<file path="src/rtl/stream_demultiplexer.sv">
// rtl/stream_demultiplexer.sv - 1-to-NOUT valid/ready stream demultiplexer with per-channel holding registers
// Destination is the explicit address or an internal round-robin pointer.
module stream_demultiplexer #(
  parameter int WIDTH  = 8,
  parameter int NOUT   = 4,
  parameter int ADDR_W = 2
) (
  input  logic                    clk,
  input  logic                    reset,
  input  logic                    rr_mode,
  input  logic                    in_valid,
  output logic                    in_ready,
  input  logic [WIDTH-1:0]        in_data,
  input  logic [ADDR_W-1:0]       in_addr,
  output logic [NOUT-1:0]         out_valid,
  input  logic [NOUT-1:0]         out_ready,
  output logic [NOUT*WIDTH-1:0]   out_data,
  output logic                    addr_err,
  output logic [ADDR_W-1:0]       rr_ptr
);

  localparam logic [ADDR_W:0]   NOUT_EXT = (ADDR_W+1)'(NOUT);
  localparam logic [ADDR_W-1:0] RR_LAST  = ADDR_W'(NOUT - 1);

  logic [NOUT-1:0]   valid_q;
  logic [WIDTH-1:0]  data_q [NOUT];
  logic [ADDR_W-1:0] rr_q;
  logic              err_q;

  logic [ADDR_W-1:0] dest;
  logic              in_range;
  logic [NOUT-1:0]   sel;
  logic [NOUT-1:0]   load;
  logic              accept;

  always_comb begin
    dest     = rr_mode ? rr_q : in_addr;
    in_range = ({1'b0, dest} < NOUT_EXT);
    sel      = '0;
    for (int k = 0; k < NOUT; k++) begin
      sel[k] = in_range && (dest == ADDR_W'(k));
    end
  end

  // Out-of-range words are always accepted so they can be discarded without stalling.
  always_comb begin
    in_ready = 1'b1;
    for (int k = 0; k < NOUT; k++) begin
      if (sel[k]) begin
        in_ready = !valid_q[k] || out_ready[k];
      end
    end
  end

  assign accept = in_valid && in_ready;
  assign load   = accept ? sel : '0;

  always_ff @(posedge clk) begin
    if (reset) begin
      valid_q <= '0;
      rr_q    <= '0;
      err_q   <= 1'b0;
      for (int k = 0; k < NOUT; k++) begin
        data_q[k] <= '0;
      end
    end else begin
      // A load wins over a drain on the same channel, so a draining channel refills without a bubble.
      for (int k = 0; k < NOUT; k++) begin
        if (load[k]) begin
          data_q[k]  <= in_data;
          valid_q[k] <= 1'b1;
        end else if (out_ready[k]) begin
          valid_q[k] <= 1'b0;
        end
      end
      err_q <= accept && !in_range;
      if (accept && rr_mode) begin
        rr_q <= (rr_q == RR_LAST) ? '0 : rr_q + ADDR_W'(1);
      end
    end
  end

  always_comb begin
    out_data = '0;
    for (int k = 0; k < NOUT; k++) begin
      out_data[k*WIDTH +: WIDTH] = data_q[k];
    end
  end

  assign out_valid = valid_q;
  assign addr_err  = err_q;
  assign rr_ptr    = rr_q;

endmodule

</file>
<file path="config.mk">
export PLATFORM = sky130hd
export DESIGN_NAME = stream_demultiplexer
export DESIGN_NICKNAME = d
export VERILOG_FILES = /design/src/rtl/stream_demultiplexer.sv
export SDC_FILE = /design/constraint.sdc
export NUM_CORES = 1
export LEC_CHECK = 0
export BUFFER_PORTS_ARGS = -buffer_cell sky130_fd_sc_hd__buf_2
export CAP_MARGIN = 20
export CORE_ASPECT_RATIO = 1.2
export CORE_MARGIN = 2
export CORE_UTILIZATION = 35
export CTS_CLUSTER_DIAMETER = 200
export CTS_CLUSTER_SIZE = 14
export DETAILED_ROUTE_END_ITERATION = 10
export SYNTH_ARGS = -nofsm -noshare
export SYNTH_HDL_FRONTEND = slang
export SYNTH_SLANG_ARGS = --single-unit
</file>
<file path="constraint.sdc">
create_clock -name clk -period 5.4 [get_ports clk]
set_clock_uncertainty 0.15 [all_clocks]
set_input_delay 0.81 -clock clk [delete_from_list [all_inputs] [get_ports clk]]
set_output_delay 0.81 -clock clk [all_outputs]
set_load 0.05 [all_outputs]
</file>
; ---- Word-level counts from Yosys, hierarchy flattened
; Memory sizes are Yosys's and may differ from the RTL's.
; Cells that the tools add are included.
[word_totals]
register_bits = 6
ram_bits = 32
inputBits = 18
n_memories = 1
[op_classes]
add_sub_neg = 1
n_eq_ne = 4
mux = 33
bitwise = 4
reduce_logical = 15
[mem_list]
columns = memory, words, word_bits, read_ports, rd_ports_with_merged_regs, write_ports, line_no
row1 = data_q, 4, 8, 4, 0, 4, 26  ; logic [WIDTH-1:0] data_q [NOUT];
[op_table]
columns = operator, n
row1 = 2-to-1 mux 8 bit, 4
row2 = 2-to-1 mux 1 bit, 26
row3 = nonzero test 2 bit, 4
row4 = "== test 2 bit, second input constant", 3
row5 = zero test 1 bit, 4
row6 = logical OR 1 bit, 4
row7 = 2-to-1 mux 2 bit, 2
row8 = 2-to-1 mux 4 bit, 1
row9 = OR 1 bit, 4
row10 = "adder 2 x 1 -> 2 bit, second input constant", 1
row11 = "== test 2 x 1 -> 1 bit, second input constant", 1
row12 = logical AND 1 bit, 2
row13 = zero test 2 bit, 1

; ---- Longest topological paths before layout
; Gate-level depths: netlist (run 1).
[logic_depth]
depth_word = 12
mapped_depth = 5
mapped_depth_nobuf = 4

; ---- Least setup slack after synthesis (run 1)
; OpenSTA, ideal clock, no wires.
[synth_timing]
path_type = input to output
startpoint = input rr_mode
endpoint = output in_ready
t_arrival_ns = 2.381
required_time_ns = 4.440
path_slack_ns = 2.059
stages = 3
cell_sequence = mux2i_2 o21ai_0 o21ai_0
[synth_between]
elab_chain_len = 6
[synth_rtl]
columns = item, line_no
row1 = start: declaration, 10  ; input logic rr_mode,
row2 = 2-to-1 mux 2 bit *, 37  ; dest = rr_mode ? rr_q : in_addr;
row3 = zero test 2 bit, 41  ; sel[k] = in_range && (dest == ADDR_W'(k));
row4 = 2-to-1 mux 1 bit (3 in series), 49  ; if (sel[k]) begin
row5 = 2-to-1 mux 1 bit *, 49
row6 = end: declaration, 12  ; output logic in_ready,
; Every way passes the cells marked *; elsewhere a longest branch is shown, timed or not.

; ---- Worst setup path after layout (run 1)
; Ends and elaborated chain as after synthesis.

==> results.tsv, run 1 <==
metric	value	unit
status	completed	
clk_pin_slew	0.07	ns
path_class	primary input to output port	
cpPeakStageDelay	0.80	ns
die_w	65.7	um
async_reset_ff_share	0	%
gp_congestion	0.826	
critPathBufInv	2	
avgSynthCellArea	12.4	sq um
endpoint_kind	output port	
chipHeight	78.0	um
vias	1142	
max-slew-margin-rel	34.7	%
grt-ovfl-total	0	
seq_power_share	52.3	%
ys_seq_elements	38	
wl_per_cell	13.2	um
cp_slowest_cell	mux2i_1	
first_pass_iters	4	
nets	206	
synth_top_area_share	60.2	%
grt_setup_unrepaired	no	
ctsResizeCount	0	
drc	0	
intPower	0.456	mW
yosysSeqAreaShare	67.7	%
antenna_found_initial	0	
ys_warn_count	0	
num_rows	26	
synthTopCellsByCount	edfxtp_1 (32), nor2_1 (30), nand2_1 (12)	
cts_tree	done	
ir_drop	0.000110	V
tightest_slew	0.952	ns
core	4330	sq um
synth_nets	148	
powerDensity	327	nW/um^2
synthTopCellsByArea	edfxtp_1 (60%), dfxtp_1 (7.5%), nor2_1 (7.1%)	
syn_inst	129	
period_share	62.2	%
clockBufferDepth	2	
cp_max_fo	11	
maxCapViolations	0	
post-synth-top-area-cell	edfxtp_1	
synthMostInstantiatedCell	edfxtp_1	
leakage	0.913	nW
final_util	46.1	%
crit_family	multiplexers	
cp-start-kind	primary input	
hold_class	flip-flop to flip-flop	
grt_max_degree	18	
fmax	0.298	GHz
crit_path_cell_trace	buf_2 > mux2i_1 > o21ai_0 > o21ai_0 > buf_2	
p_clk_share	27.6	%
post-cts-setup-buffers	0	
htreeDepth	2	
io_pins	58	
synth_flop_cell	edfxtp_1	
grt_pass1_wl	5060	um
viasPerCell	4.68	
p_sw_share	30.1	%
syn_area	1600	sq um
synth_edf_count	32	
worstPathRequired	4.44	ns
p_switching	0.196	mW
areaGrowthSynthToFinish	24.9	%
first_iter_violations	34	
clock-root-buffer	clkbuf_8	
finalSetupTns	0	ns
drt-total-wl	3230	um
cts_made_buffers	5	
start_util	36.9	%
first_global_vias	1070	
port_buffers	56	
grt_util_all_layers	13.5	%
drtAntennaViolNets	0	
cts_sinks	38	
clk_latency	0.28	ns
n_antenna_cell	0	
drive_gt1_share	35.1	%
drv_slew	0	
regToRegSetupSlack	2.66	ns
min_period	3.36	ns
hold_buffers	0	
hold_viol	0	
p_comb_share	20.1	%
setup_viol	0	
worst-endpoint-arrival	2.40	ns
synth.distinct_cells	27	
die_area	5120	sq um
hpwl	2450	um
## layout make-up
type	instances	area (sq um)
well taps	56	70.1
fillers	402	2330
inverters	1	3.75
clock buffers	8	80.1
flip-flops and latches	38	1080
multi-input cells	85	479
repair buffers	56	280
## placed cells by master, fill, tap and decap left out, types with 4 or more instances in the layout
master | synthesis | final
dfxtp_1 | 6 | 6
and3_1 | 10 | 10
buf_2 | 2 | 56
nor2_1 | 30 | 30
nor2b_1 | 5 | 5
o21ai_0 | 4 | 4
mux2i_1 | 4 | 4
edfxtp_1 | 32 | 32
nand2_1 | 12 | 12
clkbuf_8 | 0 | 5
## worst reg2reg max path, stage by stage (launching register included)
cell      delay (ns)
dfxtp_1         0.35
mux2i_1         0.76
nand2_1         0.42
o21bai_1        0.69
## power by group through the flow
stage	sequential (mW)	clock [mW]	combinational, mW
after detailed placement	0.348	0	0.132
final	0.341	0.180	0.131
after floorplan	0.409	0	0.0394
after global placement	0.347	0	0.130
after global routing	0.343	0.198	0.139
after CTS	0.341	0.184	0.132
## through the flow
stage	power (mW)	instance area [sq um]	setup WS, ns	cells	hold WS, ns
after floorplan	0.449	1600	2.06	129	0.573
after global placement	0.477	1910	2.13	236	0.368
after detailed placement	0.479	1910	1.96	236	0.373
after CTS	0.657	1990	2.08	244	0.382
after global routing	0.680	1990	1.88	244	0.435
final	0.652	1990	2.04	244	0.385
## cell families after synthesis
logic type	synth area share, %
mux	5.02
flops	67.7
buf+inv	2.27
other cells	0.235
fa+ha+maj	0.784
simple gates	19.0
compound gates	5.01
## per-layer routing
metal | GRT usage, % | part of all wire (%) | vias up
li1 | - | - | 566
met1 | 16.3 | 42 | 526
met2 | 21.4 | 50 | 44
met3 | 4.49 | 6.3 | 6
met4 | 6.67 | 2.0 | 0
met5 | 0 | 0 | -
## final timing paths
| path | from | end | cells past startpoint |
|---|---|---|---|
| setup / recovery | rr_mode | in_ready | 5 |
| hold / removal | out_valid[3] | out_valid[3] | 2 |
| setup reg to reg | rr_ptr[0] | data_q[0][0] | 3 |
| hold reg to reg | out_valid[3] | out_valid[3] | 2 |
## sequential cells by signal (all words and copies together) (netlist names)
register / count
rr_ptr: 2
data_q: 32
out_valid: 4
Note: power is estimated with default switching activity, not from simulation.
==> run 2: changes to the inputs <==
- ABC_AREA: default -> 1
- clock period: 5.4 -> 2.7 ns (I/O delays scaled with it)
==> results.tsv, run 2 <==
metric	value	unit	change
cpPeakStageDelay	0.39	ns	-0.41 ns
regToRegSetupSlack	0.69	ns	-1.97 ns
final_cell_mix	buf_2 (56), nor2_1 (43), edfxtp_1 (32), nand2_1 (24), inv_1 (22)		
period_share	84.5	%	
first_pass_iters	4		unchanged
cp_slowest_cell	dfxtp_1		
crit_family	simple AND/OR/NAND/NOR gates		
num_rows	26		unchanged
drt-total-wl	3180	um	-1.4%
hold_ws	0.165	ns	-0.220 ns
synth_flop_cell	edfxtp_1		
n_antenna_cell	0		unchanged
synth_top_area_share	61.0	%	+0.76 points
drv_slew	0		unchanged
hold_buffers	0		unchanged
cts_tree	done		
cts_sinks	38		unchanged
yosysSeqAreaShare	68.6	%	+0.86 points
layout.cells.non_filler	270		+11%
viasPerCell	4.43		-5.4%
drtAntennaViolNets	0		unchanged
syn_area	1580	sq um	-1.3%
worst-endpoint-arrival	1.73	ns	-0.67 ns
wl_per_cell	11.8	um	-11%
vias	1195		+4.6%
crit_path_cell_trace	inv_1 > nand2_1 > nand2_1 > nand2_2 > nor2_1 > nor3_4 > buf_2		
leakage	1.04	nW	+14%
gp_congestion	0.824		-0.28%
async_reset_ff_share	0	%	unchanged
hold_class	primary input to flip-flop		
synth_nets	169		+14%
powerDensity	695	nW/um^2	+110%
first_iter_violations	41		+21%
hpwl	2490	um	+1.5%
status	completed		
worstPathRequired	2.14	ns	-2.30 ns
clk_pin_slew	0.07	ns	about the same
ys_seq_elements	38		unchanged
cts_made_buffers	5		unchanged
nets	232		+13%
critPathMostFrequentCell	nand2_1		
drc	0		unchanged
io_pins	58		unchanged
setup_viol	0		unchanged
synthTopCellsByArea	edfxtp_1 (61%), nor2_1 (10%), dfxtp_1 (7.6%)		
grt_pass1_wl	5100	um	+0.83%
port_buffers	56		unchanged
clk_latency	0.28	ns	about the same
post-synth-top-area-cell	edfxtp_1		
endpoint_kind	output port		
cp-start-kind	flip-flop		
regArea	1080	sq um	unchanged
clock-root-buffer	clkbuf_8		
synth_edf_count	32		unchanged
post-cts-setup-buffers	0		unchanged
ys_warn_count	0		unchanged
antenna_found_initial	0		unchanged
critPathBufInv	2		unchanged
cp_max_fo	6		-5
synthMostInstantiatedCell	nor2_1		
first_global_vias	1077		+0.65%
synthTopCellsByCount	nor2_1 (43), edfxtp_1 (32), nand2_1 (24)		
core	4290	sq um	-0.75%
chipHeight	77.5	um	-0.60%
drive_gt1_share	34.6	%	-0.53 points
areaGrowthSynthToFinish	29.6	%	
ctsResizeCount	0		unchanged
htreeDepth	2		unchanged
whs_path_depth	2		unchanged
start_util	36.7	%	-0.19 points
hold_viol	0		unchanged
grt_max_degree	13		-5
syn_inst	150		+16%
synth.distinct_cells	20		-26%
layout_commonest_cell	buf_2		
clockBufferDepth	2		unchanged
rr_worst_depth	9		+6
dp_cells	262		+11%
cp.depth	7		+2
path_class	flip-flop to output port		
fmax	0.439	GHz	
multi_input_area	394	sq um	-18%
min_period	2.28	ns	
ir_drop	0.000298	V	+170%
maxCapViolations	0		unchanged
die_area	5060	sq um	-1.2%
avgSynthCellArea	10.5	sq um	-15%
grt-ovfl-total	0		unchanged
placed_cell_area	1930	sq um	+1.0%
grt_setup_unrepaired	no		
fillers	443		+10%
top_register	data_q		
grt_util_all_layers	13.4	%	-0.15 points
largest_register_ffs	32		unchanged
power.total	1.42	mW	+120%
postLayoutCellArea	2040	sq um	+2.4%
die_w	65.3	um	-0.59%
==> run 2: cell types whose count changed after synthesis, moves of 2 or more <==
cell / delta
nor2_1: +13
nor2b_1: -5
mux2i_1: -4
nand3_1: +4
a31oi_1: -2
inv_1: +21
o21bai_1: -2
buf_2: -2
a21o_1: -2
and3_1: -10
nand2b_1: -3
nand4_2: +3
nand2_1: +12
nor3_1: -2
==> run 2: layout make-up <==
cell class | instances | share of cell area, %
Clock inverter | 3 | 1.96
Clock buffer | 5 | 3.37
Multi-Input combinational cell | 86 | 19.3
Inverter | 23 | 4.23
Sequential cell | 38 | 52.9
Tap cell | 56 | 3.43
Timing Repair Buffer | 59 | 14.8
==> run 2: stage by stage <==
| step | setup TNS, ns | worst slack (ns) | utilization (%) |
|---|---|---|---|
| after floorplan | -2.80 | -0.117 | - |
| after global placement | 0 | 0.585 | 45.0 |
| after detailed placement | 0 | 0.541 | 45.0 |
| after CTS | 0 | 0.409 | 47.6 |
| after global routing | 0 | 0.275 | 47.6 |
| final | 0 | 0.420 | 47.6 |
==> run 2: worst paths after layout <==
check	from	end
hold / removal	reset	rr_ptr[0]
hold reg to reg	rr_ptr[0]	rr_ptr[0]
setup reg to reg	rr_ptr[0]	data_q[0][7]
setup / recovery	rr_ptr[0]	in_ready
==> run 2: logic make-up after synthesis <==
kind of cell	synth area share (%)
AND/OR/NAND/NOR	22.4
flip-flops	68.6
buffers and inverters	6.43
AO/OA/AOI/OAI	1.59
adder cells (fa/ha/maj)	0.794
other	0.238
==> run 2: report_power, final <==
part	switching, mW	leakage [nW]	internal, mW
clock network	0.190	0.0579	0.272
logic	0.214	0.595	0.0555
registers	0.0124	0.385	0.677
==> run 2: layer usage <==
| layer | wire length, um | global-route usage, % |
|---|---|---|
| met3 | 263 | 3.91 |
| met2 | 1510 | 21.0 |
| met1 | 1370 | 17.7 |
| met4 | 39 | 4.38 |
| met5 | 0 | 0 |
==> run 3: changes to the inputs <==
- ABC_AREA: 1 -> 0
- clock period: 2.7 -> 2.24 ns (I/O delays scaled with it)
==> results.tsv, run 3 (synthesized netlist as in run 1, its figures left out) <==
metric	value	unit	change
worst-endpoint-arrival	1.60	ns	-0.13 ns
post-cts-setup-buffers	0		unchanged
drc	0		unchanged
p_sw_share	27.1	%	-2.2 points
wl_per_cell	13.2	um	+12%
rr_worst_depth	4		-5
core	4330	sq um	+0.76%
hold_viol	0		unchanged
cp_max_fo	6		unchanged
maxCapViolations	0		unchanged
crit_family	flip-flops		
p_clk_share	36.8	%	+4.3 points
final_util	48.5	%	+0.89 points
chipHeight	78.0	um	+0.60%
whs_path_depth	2		unchanged
endpoint_kind	output port		
grt_util_all_layers	13.7	%	+0.32 points
gp_congestion	0.868		+5.4%
drtAntennaViolNets	0		unchanged
num_rows	26		unchanged
fmax	0.478	GHz	
cp-start-kind	flip-flop		
first_iter_violations	33		-20%
reg2reg_from	rr_ptr[0]		
n_antenna_cell	0		unchanged
grt_max_degree	18		+5
cp_slowest_cell	dfxtp_1		
hold-path-endpoint	data_q[3][4]		
min_period	2.09	ns	
areaGrowthSynthToFinish	31.3	%	
dp_cells	241		-8.0%
critPathBufInv	1		-1
worstPathRequired	1.75	ns	-0.39 ns
final_cell_mix	buf_2 (56), edfxtp_1 (32), nor2_1 (30), nand2_1 (12), and3_1 (10)		
largest_register_ffs	32		unchanged
grt-ovfl-total	0		unchanged
r2r_end	data_q[3][1]		
top_register	data_q		
first_global_vias	1182		+9.7%
port_buffers	56		unchanged
die_area	5120	sq um	+1.2%
fillers	416		-6.1%
regArea	1080	sq um	unchanged
intPower	1.33	mW	+32%
start_util	36.9	%	+0.19 points
first_pass_iters	4		unchanged
p_switching	0.494	mW	+19%
io_pins	58		unchanged
nets	211		-9.1%
period_share	93.3	%	
layout_commonest_cell	buf_2		
regToRegSetupSlack	0.39	ns	-0.30 ns
powerDensity	869	nW/um^2	+25%
htreeDepth	2		unchanged
grt_pass1_wl	5300	um	+3.9%
drv_slew	0		unchanged
status	completed		
layout.cells.non_filler	249		-7.8%
setup_ws	0.150	ns	-0.270 ns
drive_gt1_share	38.3	%	+3.8 points
antenna_found_initial	0		unchanged
leakage	0.964	nW	-7.2%
setup_viol	0		unchanged
clk_latency	0.28	ns	about the same
crit_path_cell_trace	mux2_2 > nor2_1 > o21ai_0 > o21ai_2 > buf_2		
hold_class	primary input to flip-flop		
path_class	flip-flop to output port		
clockBufferDepth	2		unchanged
cts_made_buffers	5		unchanged
clk_pin_slew	0.07	ns	about the same
finalSetupTns	0	ns	unchanged
cp.depth	5		-2
seq_power_share	45.1	%	-3.4 points
min_from	in_data[4]		
drt-total-wl	3300	um	+3.6%
hpwl	2520	um	+1.2%
viasPerCell	4.65		+5.1%
ir_drop	0.000370	V	+24%
cts_sinks	38		unchanged
grt_setup_unrepaired	no		
cts_tree	done		
preCtsSetupSlack	0.227	ns	-0.314 ns
multi_input_area	492	sq um	+25%
cpPeakStageDelay	0.39	ns	about the same
vias	1158		-3.1%
p_comb_share	18.1	%	-0.9 points
die_w	65.7	um	+0.60%
clock-root-buffer	clkbuf_8		
==> run 3: power by group through the flow <==
stage	clock (mW)	combinational, mW	sequential, mW
after floorplan	0	0.0970	0.986
after global placement	0	0.327	0.837
after detailed placement	0	0.330	0.838
after CTS	0.677	0.331	0.823
after global routing	0.706	0.349	0.827
final	0.671	0.330	0.822
==> run 3: routing by layer <==
layer	vias to the layer above	wire length, um	track usage (%)
met5	-	0	0
li1	575	-	-
met2	44	1730	23.9
met1	535	1300	15.8
met3	4	222	3.19
met4	0	42	5.63
==> run 3: how the worst max path moves through the flow <==
stage	slack (ns)	endpoint	start
floorplan	0.0008	data_q[2][0]	rr_ptr[1]
global placement	0.29	in_ready	rr_mode
detailed placement	0.23	in_ready	rr_mode
CTS	0.08	in_ready	rr_ptr[1]
global route	0.04	in_ready	rr_ptr[1]
finish	0.15	in_ready	rr_ptr[1]
==> run 3: area by class of cell <==
cell class	count	area share (%)
well taps	56	3.34
clock inverters	3	3.04
repair buffers	61	15.2
multi-input cells	85	23.4
flip-flops and latches	38	51.6
clock buffers	5	3.28
inverters	1	0.179
==> run 3: worst reg2reg max path, stage by stage, from the launching register on <==
cell	delay (ns)
dfxtp_1	0.39
mux2i_1	0.10
buf_4	0.19
nor3_4	0.35
a21o_1	0.36
==> run 3: through the flow <==
stage | hold WS (ns) | instance area (sq um) | total power, mW
after floorplan | 0.327 | 1600 | 1.08
after global placement | 0.379 | 1960 | 1.16
after detailed placement | 0.391 | 1960 | 1.17
after CTS | 0.219 | 2090 | 1.83
after global routing | 0.217 | 2100 | 1.88
final | 0.223 | 2100 | 1.82
==> run 3: timing repair <==
action	4_1_cts	5_1_grt
endpoints found under the setup margin	0	1
hold buffers	0	0
gates resized for setup	0	1
hold endpoints to repair	0	0
